File: config.mk
export PLATFORM = sky130hd
export DESIGN_NAME = nibble_serial_adder
export DESIGN_NICKNAME = d
export VERILOG_FILES = /design/src/rtl/adder_pkg.sv /design/src/rtl/nibble_add4.sv /design/src/rtl/nibble_serial_adder.sv
export SDC_FILE = /design/constraint.sdc
export NUM_CORES = 1
export LEC_CHECK = 0
export ABC_AREA = 1
export CAP_MARGIN = 15
export CORE_MARGIN = 3
export CORE_UTILIZATION = 34
export DETAILED_ROUTE_END_ITERATION = 10
export SETUP_SLACK_MARGIN = 0.02
export SLEW_MARGIN = 20
export SYNTH_ARGS = -nofsm -noshare
export SYNTH_HDL_FRONTEND = slang
export SYNTH_SLANG_ARGS = --single-unit
File: constraint.sdc
create_clock -name clk -period 6.5 [get_ports clk]
set_clock_uncertainty 0.1 [all_clocks]
set_input_delay 0.65 -clock clk [delete_from_list [all_inputs] [get_ports clk]]
set_output_delay 0.65 -clock clk [all_outputs]
set_load 0.01 [all_outputs]
File: src/rtl/adder_pkg.sv
// Shared constants and state encoding for the nibble-serial adder.
package adder_pkg;

  localparam int unsigned NIBBLE_W = 4;

  typedef enum logic [1:0] {
    IDLE = 2'd0,
    RUN  = 2'd1,
    DONE = 2'd2
  } state_t;

endpackage

File: src/rtl/nibble_add4.sv
// Combinational 4-bit slice adder: {c4, sum} = a + b + cin.
module nibble_add4
  import adder_pkg::*;
(
  input  logic [NIBBLE_W-1:0] a,
  input  logic [NIBBLE_W-1:0] b,
  input  logic                cin,
  output logic [NIBBLE_W-1:0] sum,
  output logic                c4
);

  // Widen by one bit so the carry falls out of the top.
  always_comb begin
    {c4, sum} = {1'b0, a} + {1'b0, b} + {{NIBBLE_W{1'b0}}, cin};
  end

endmodule

File: src/rtl/nibble_serial_adder.sv
// Nibble-serial adder: adds two W-bit operands one 4-bit slice per cycle,
// LSB nibble first, with the slice carry held in a flop between cycles.
module nibble_serial_adder
  import adder_pkg::*;
#(
  parameter int unsigned NIBBLES = 4
) (
  input  logic                         clk,
  input  logic                         rst,
  input  logic                         in_valid,
  output logic                         in_ready,
  input  logic [NIBBLE_W*NIBBLES-1:0]  in_a,
  input  logic [NIBBLE_W*NIBBLES-1:0]  in_b,
  input  logic                         in_cin,
  output logic                         out_valid,
  input  logic                         out_ready,
  output logic [NIBBLE_W*NIBBLES-1:0]  out_sum,
  output logic                         out_cout
);

  localparam int unsigned W     = NIBBLE_W * NIBBLES;
  localparam int unsigned IDX_W = (NIBBLES > 1) ? $clog2(NIBBLES) : 1;

  state_t              state;
  state_t              next_state;
  logic [IDX_W-1:0]    idx;
  logic                carry;
  logic [W-1:0]        a_reg;
  logic [W-1:0]        b_reg;
  logic [W-1:0]        sum_reg;
  logic                cout_reg;
  logic [NIBBLE_W-1:0] a_nib;
  logic [NIBBLE_W-1:0] b_nib;
  logic [NIBBLE_W-1:0] s_nib;
  logic                c4;
  logic                accept;
  logic                last_nib;

  // Handshake flags come straight off the state register; masked while in reset.
  assign in_ready  = (state == IDLE) && !rst;
  assign out_valid = (state == DONE) && !rst;
  assign out_sum   = sum_reg;
  assign out_cout  = cout_reg;
  assign accept    = in_valid && in_ready;
  assign last_nib  = (idx == IDX_W'(NIBBLES - 1));

  // Select the current operand slice using constant part-selects.
  always_comb begin
    a_nib = '0;
    b_nib = '0;
    for (int i = 0; i < int'(NIBBLES); i++) begin
      if (idx == IDX_W'(i)) begin
        a_nib = a_reg[i*NIBBLE_W +: NIBBLE_W];
        b_nib = b_reg[i*NIBBLE_W +: NIBBLE_W];
      end
    end
  end

  // Single shared slice adder.
  nibble_add4 u_add4 (
    .a   (a_nib),
    .b   (b_nib),
    .cin (carry),
    .sum (s_nib),
    .c4  (c4)
  );

  // State register.
  always_ff @(posedge clk) begin
    if (rst) begin
      state <= IDLE;
    end else begin
      state <= next_state;
    end
  end

  // Next-state logic.
  always_comb begin
    next_state = state;
    case (state)
      IDLE:    if (accept) next_state = RUN;
      RUN:     if (last_nib) next_state = DONE;
      DONE:    if (out_ready) next_state = IDLE;
      default: next_state = IDLE;
    endcase
  end

  // Datapath: operand capture, per-nibble accumulate, carry chain, result hold.
  always_ff @(posedge clk) begin
    if (rst) begin
      idx      <= '0;
      carry    <= 1'b0;
      a_reg    <= '0;
      b_reg    <= '0;
      sum_reg  <= '0;
      cout_reg <= 1'b0;
    end else begin
      case (state)
        IDLE: begin
          if (accept) begin
            a_reg <= in_a;
            b_reg <= in_b;
            carry <= in_cin;
            idx   <= '0;
          end
        end
        RUN: begin
          for (int i = 0; i < int'(NIBBLES); i++) begin
            if (idx == IDX_W'(i)) sum_reg[i*NIBBLE_W +: NIBBLE_W] <= s_nib;
          end
          carry <= c4;
          if (last_nib) begin
            cout_reg <= c4;
          end else begin
            idx <= idx + IDX_W'(1);
          end
        end
        default: ;
      endcase
    end
  end

endmodule
==> results of run 1 <==
## metal layers
metal | part of all wire [%] | up-vias
met1 | 49 | 1021
met4 | 0.91 | 0
met5 | 0 | -
met3 | 5.3 | 5
li1 | - | 1200
met2 | 45 | 57
## kinds of logic after synthesis
family                   synth area share, %
AO/OA/AOI/OAI                          11.07
flip-flops                             43.09
XOR/XNOR                              0.3492
buffers and inverters                  7.331
adder cells (fa/ha/maj)                5.087
AND/OR/NAND/NOR                        33.07
## synth_stat cells (all sizes together), types with 5 or more instances
cell,n
a21oi,22
buf,12
clkbuf,5
dfxtp,54
ha,7
inv,21
nand2,65
nand3,75
nor2,34
o21a,5
o21ai,20
## cell usage in the layout, fill, tap and decap left out, types with 4 or more instances in the layout
master / n
a21oi_1: 22
clkbuf_8: 5
clkdlybuf4s50_1: 55
dfxtp_1: 54
ha_1: 7
inv_1: 18
nand2_1: 64
nand3_1: 74
nor2_1: 30
nor2_4: 4
o21a_1: 5
o21ai_0: 20
## final timing paths
path | startpoint | end | slack (ns) | cells after the start
worst min register to register | b_reg[9] | b_reg[9] | 0.38 | 2
worst min-delay path | b_reg[9] | b_reg[9] | 0.38 | 2
worst max register to register | idx[0] | out_sum[1] | 3.56 | 11
worst max-delay path | rst | in_ready | 3.45 | 4
## cell type report
cell class	count	area, um2
repair buffers	57	565.5
well taps	96	120.1
flip-flops and latches	54	1081
fillers	739	3799
inverters	21	78.83
clock buffers	5	68.82
multi-input cells	239	1244
clock inverters	3	25.02
## critical path: stages
cell	delay [ns]
clkdlybuf4s50_1	0.55
nor3_4	0.16
buf_4	0.33
clkdlybuf4s50_1	0.61
## power groups by stage
stage               clock (uW)  sequential (uW)  combinational [uW]
detailed placement           0              385                 219
floorplan                    0              383                 144
global placement             0              385                 216
CTS                        198              378                 220
global route               209              381                 248
finish                     191              378                 219
## through the flow
stage	std cells	util, %	hold slack (ns)	total power [uW]	cell area, um2
2_1_floorplan	331	-	0.3440	527.2	2509
3_3_place_gp	467	44.25	0.3645	601.5	3089
3_5_place_dp	467	44.25	0.3664	603.9	3089
4_1_cts	475	45.59	0.3826	795.0	3183
5_1_grt	475	45.59	0.4025	837.8	3183
6_report	475	45.59	0.3799	787.9	3183
==> reports/results.txt, run 1 <==
grt met1 use -> 20.45%
Synth top area share -> 43.09%
mapped cell area -> 2509 um2
max-cap violations -> 0
VDD IR-drop max -> 0.09969 mV
worst-path maximum fanout -> 33
final setup vio count -> 0
layout cells sized above 1 -> 5.277%
TritonRoute pass-1 iters -> 4
Vias/cell -> 4.806
fin. max-slew vios -> 0
Psw -> 259.8 uW
CTS root buffer -> clkbuf_8
number of synthesized flops with an enable pin -> 0
Sequential Power Share -> 47.9%
Period Utilization, post-route -> 46.98%
power density cells -> 247.5 nW/um2
Rows -> 30
crit path kind -> in -> out
Sink Count -> 54
P_int -> 528.1 uW
switching share of total power -> 32.97%
CTS Hold Bufs -> 0
slew at the pin with the worst max-slew slack -> 0.8403 ns
crit start category -> input port
H-tree levels -> 2
Max Fclk -> 327.4 MHz
worst skew pair latency -> 0.31 ns
Leak -> 0.001428 uW
GR peak layer -> met2
setup bufs post-CTS -> 0
io pins -> 56
Die H -> 91.90 um
first-pass GRT wire length -> 10,210 um
largest cells by area after synthesis -> dfxtp_1 43%, nand3_1 15%, nand2_1 9.6%
die width -> 91.90 um
clock power share -> 24.3%
Worst setup EP type -> output pin
Initial Utilization -> 35.93%
Worst EP arrival -> 2.30 ns
buffers added on ports -> 55
worst hold path type -> reg -> reg
Post-synth ARST share -> 0%
DR WL/cell -> 12.49 um
Core Area -> 6982 um2
sequential share of the synthesized area -> 43.09%
antenna fix cells -> 0
Setup TNS -> 0 ns
Worst slew margin -> 43.90%
M2 GR Usage -> 23.18%
fin crit period -> 3.054 ns
number of nets with antenna violations after detailed routing -> 0
global route overflow -> 0
clk buf depth -> 2
final worst-path setup slack -> 3.446 ns
Synth area leader -> dfxtp_1
DPL Wire Length -> 4301 um
via count -> 2,283
layout overhead on the synthesized area -> 26.88%
DRT Wirelength -> 5934 um
pin count of the biggest net entering global routing -> 54
Yosys reg bits -> 54
Synth Warn # -> 0
die area -> 8445 um2
drc violations -> 0
Mapped Nets -> 377
Post-Synthesis Cells -> 331
antenna violations before repair -> 0
TritonCTS clock tree -> yes
GP Congestion -> 0.8565
dpl ws -> 3.463 ns
Worst Path Required -> 5.75 ns
vias in the first global route -> 2,196
final hold vios -> 0
Avg Cell Area, Syn -> 7.579 um2
# nets final -> 424
Synth cell types -> 24
status -> finished, final reports clean
Synth Flop Type -> dfxtp_1
count of cells resized by post-cts repair -> 0
combinational fraction of design power -> 27.8%
unrepaired setup endpoints after global routing -> no
Reg clk slew, reported paths -> 0.10 ns
Total GRT Usage -> 14.60%
cts bufs inserted -> 5
met3 Usage GRT -> 3.117%
DR iter-0 viols -> 123
Note: power is estimated with default switching activity, not from simulation.
==> run 2: changes to the inputs <==
clock period = 3.02 ns   (was 6.5 ns; I/O delays follow)
==> reports/results.txt, run 2 (synthesis results as in run 1) <==
Placed Cells incl. Taps -> 469 (+0.43%)
CTS Hold Bufs -> 0 (unchanged)
crit start category -> flip-flop
fill cell count -> 721 (-2.4%)
Leak -> 0.001430 uW (+0.18%)
Rows -> 30 (unchanged)
antenna violations before repair -> 0 (unchanged)
Worst Setup SP -> idx[1]
Setup TNS -> 0 ns (unchanged)
GP Congestion -> 0.8258 (-3.6%)
GR peak layer -> met2
VDD IR-drop max -> 0.2368 mV (+140%)
Initial Utilization -> 35.93% (unchanged)
Reg clk slew, reported paths -> 0.09 ns (about the same)
Max Fclk -> 366.0 MHz
slew at the pin with the worst max-slew slack -> 0.4328 ns (-0.4076 ns)
fin crit period -> 2.732 ns
Worst setup EP type -> flip-flop
drc violations -> 0 (unchanged)
Die H -> 91.90 um (unchanged)
most frequent cells in the layout -> 74 x nand3_1, 64 x nand2_1, 55 x clkdlybuf4s50_1
H-tree levels -> 2 (unchanged)
die width -> 91.90 um (unchanged)
clk buf depth -> 2 (unchanged)
power density cells -> 522.0 nW/um2 (+110%)
commonest non-fill, non-tap cell in the layout -> nand3_1
Worst Path Required -> 3.15 ns (-2.60 ns)
met3 Usage GRT -> 3.281% (+0.16 points)
DRT Wirelength -> 6095 um (+2.7%)
via count -> 2,274 (-0.39%)
grt met1 use -> 20.31% (-0.13 points)
Period Utilization, post-route -> 90.46%
cts bufs inserted -> 5 (unchanged)
Core Area -> 6982 um2 (unchanged)
Sink Count -> 54 (unchanged)
total power -> 1660 uW (+110%)
TritonRoute pass-1 iters -> 4 (unchanged)
layout overhead on the synthesized area -> 26.78% (about the same)
count of cells resized by post-cts repair -> 0 (unchanged)
CTS root buffer -> clkbuf_8
global route overflow -> 0 (unchanged)
worst-path maximum fanout -> 8 (-76%)
buffers added on ports -> 55 (unchanged)
hold path depth -> 2 (unchanged)
fin. max-slew vios -> 0 (unchanged)
flop2flop setup slack -> 0.29 ns (-3.27 ns)
vias in the first global route -> 2,122 (-3.4%)
TritonCTS clock tree -> yes
Worst EP arrival -> 2.87 ns (+0.57 ns)
io pins -> 56 (unchanged)
Worst slew margin -> 71.15% (+27 points)
DR WL/cell -> 12.80 um (+2.5%)
status -> finished, final reports clean
Vias/cell -> 4.777 (-0.60%)
DR iter-0 viols -> 155 (+26%)
reg-to-reg endpoint -> out_sum[14]
setup bufs post-CTS -> 0 (unchanged)
min-delay src -> b_reg[11]
worst hold path type -> reg -> reg
layout cells sized above 1 -> 5.263% (-0.014 points)
WHS Endpoint -> b_reg[11]
# nets final -> 426 (+0.47%)
final setup vio count -> 0 (unchanged)
worst skew pair latency -> 0.30 ns (about the same)
reg-to-reg startpoint -> idx[1]
antenna fix cells -> 0 (unchanged)
M2 GR Usage -> 22.81% (-0.36 points)
unrepaired setup endpoints after global routing -> no
die area -> 8445 um2 (unchanged)
final cell count without fillers -> 476 (+0.21%)
DPL Wire Length -> 4521 um (+5.1%)
final hold vios -> 0 (unchanged)
pin count of the biggest net entering global routing -> 38 (-30%)
max-cap violations -> 0 (unchanged)
reg2reg path depth -> 12 (+1)
Total GRT Usage -> 14.46% (-0.15 points)
first-pass GRT wire length -> 10,010 um (-2.0%)
number of nets with antenna violations after detailed routing -> 0 (unchanged)
crit path kind -> reg -> reg
## run 2: cell types whose count changed in the layout (fill, tap and decap cells not counted)
cell and delta:
clkinv_4 -1, inv_2 +1, clkbuf_1 +2, clkinvlp_4 -1
buf_4 +2, inv_6 -1, inv_1 -1
## run 2: where the power goes
part | internal [uW] | switching, uW | total (uW)
clock network | 160 | 214 | 375
logic | 197 | 275 | 472
registers | 773 | 39.8 | 813
total | 1130 | 529 | 1660
## run 2: how the worst max path moves through the flow
stage                        endpoint  slack, ns  cells past startpoint
after floorplan           out_sum[13]       0.45                     12
after global placement     out_sum[1]       0.29                     11
after detailed placement  out_sum[14]       0.20                     12
after CTS                 out_sum[14]       0.17                     12
after global routing       out_sum[6]       0.07                     12
final                     out_sum[14]       0.29                     12
## run 2: worst max-delay path: stages, from the launching register on
cell and delay (ns):
dfxtp_1 0.36, inv_1 0.09, ha_1 0.28, inv_1 0.25, o21ai_0 0.11, o21ai_0 0.14, o21ai_0 0.13, fa_1 0.40
inv_1 0.09, fa_1 0.21, xor2_1 0.32, nor2_1 0.09, nor2_1 0.11
## run 2: layer usage
metal	routed length, um	part of all wire (%)
met1	2878	47
met2	2791	46
met3	366	6.0
met4	59	0.97
met5	0	0
## run 2: area by class of cell
cell class / instances / area (um2) / area share [%]
clock buffer: 7 / 76.32 / 2.400
multi-input combinational: 239 / 1244 / 39.10
sequential: 54 / 1081 / 33.99
timing repair buffer: 59 / 580.6 / 18.25
inverter: 21 / 78.83 / 2.478
tap: 96 / 120.1 / 3.777
## run 2: per-stage QoR
step                util [%]  setup slack (ns)  hold WS, ns  area [um2]
floorplan                  -            0.4455       0.2735        2509
global placement       44.46            0.2927       0.3612        3104
detailed placement     44.46            0.1970       0.3656        3104
CTS                    45.56            0.1736       0.3818        3181
global route           45.56           0.07198       0.3996        3181
finish                 45.56            0.2881       0.3800        3181
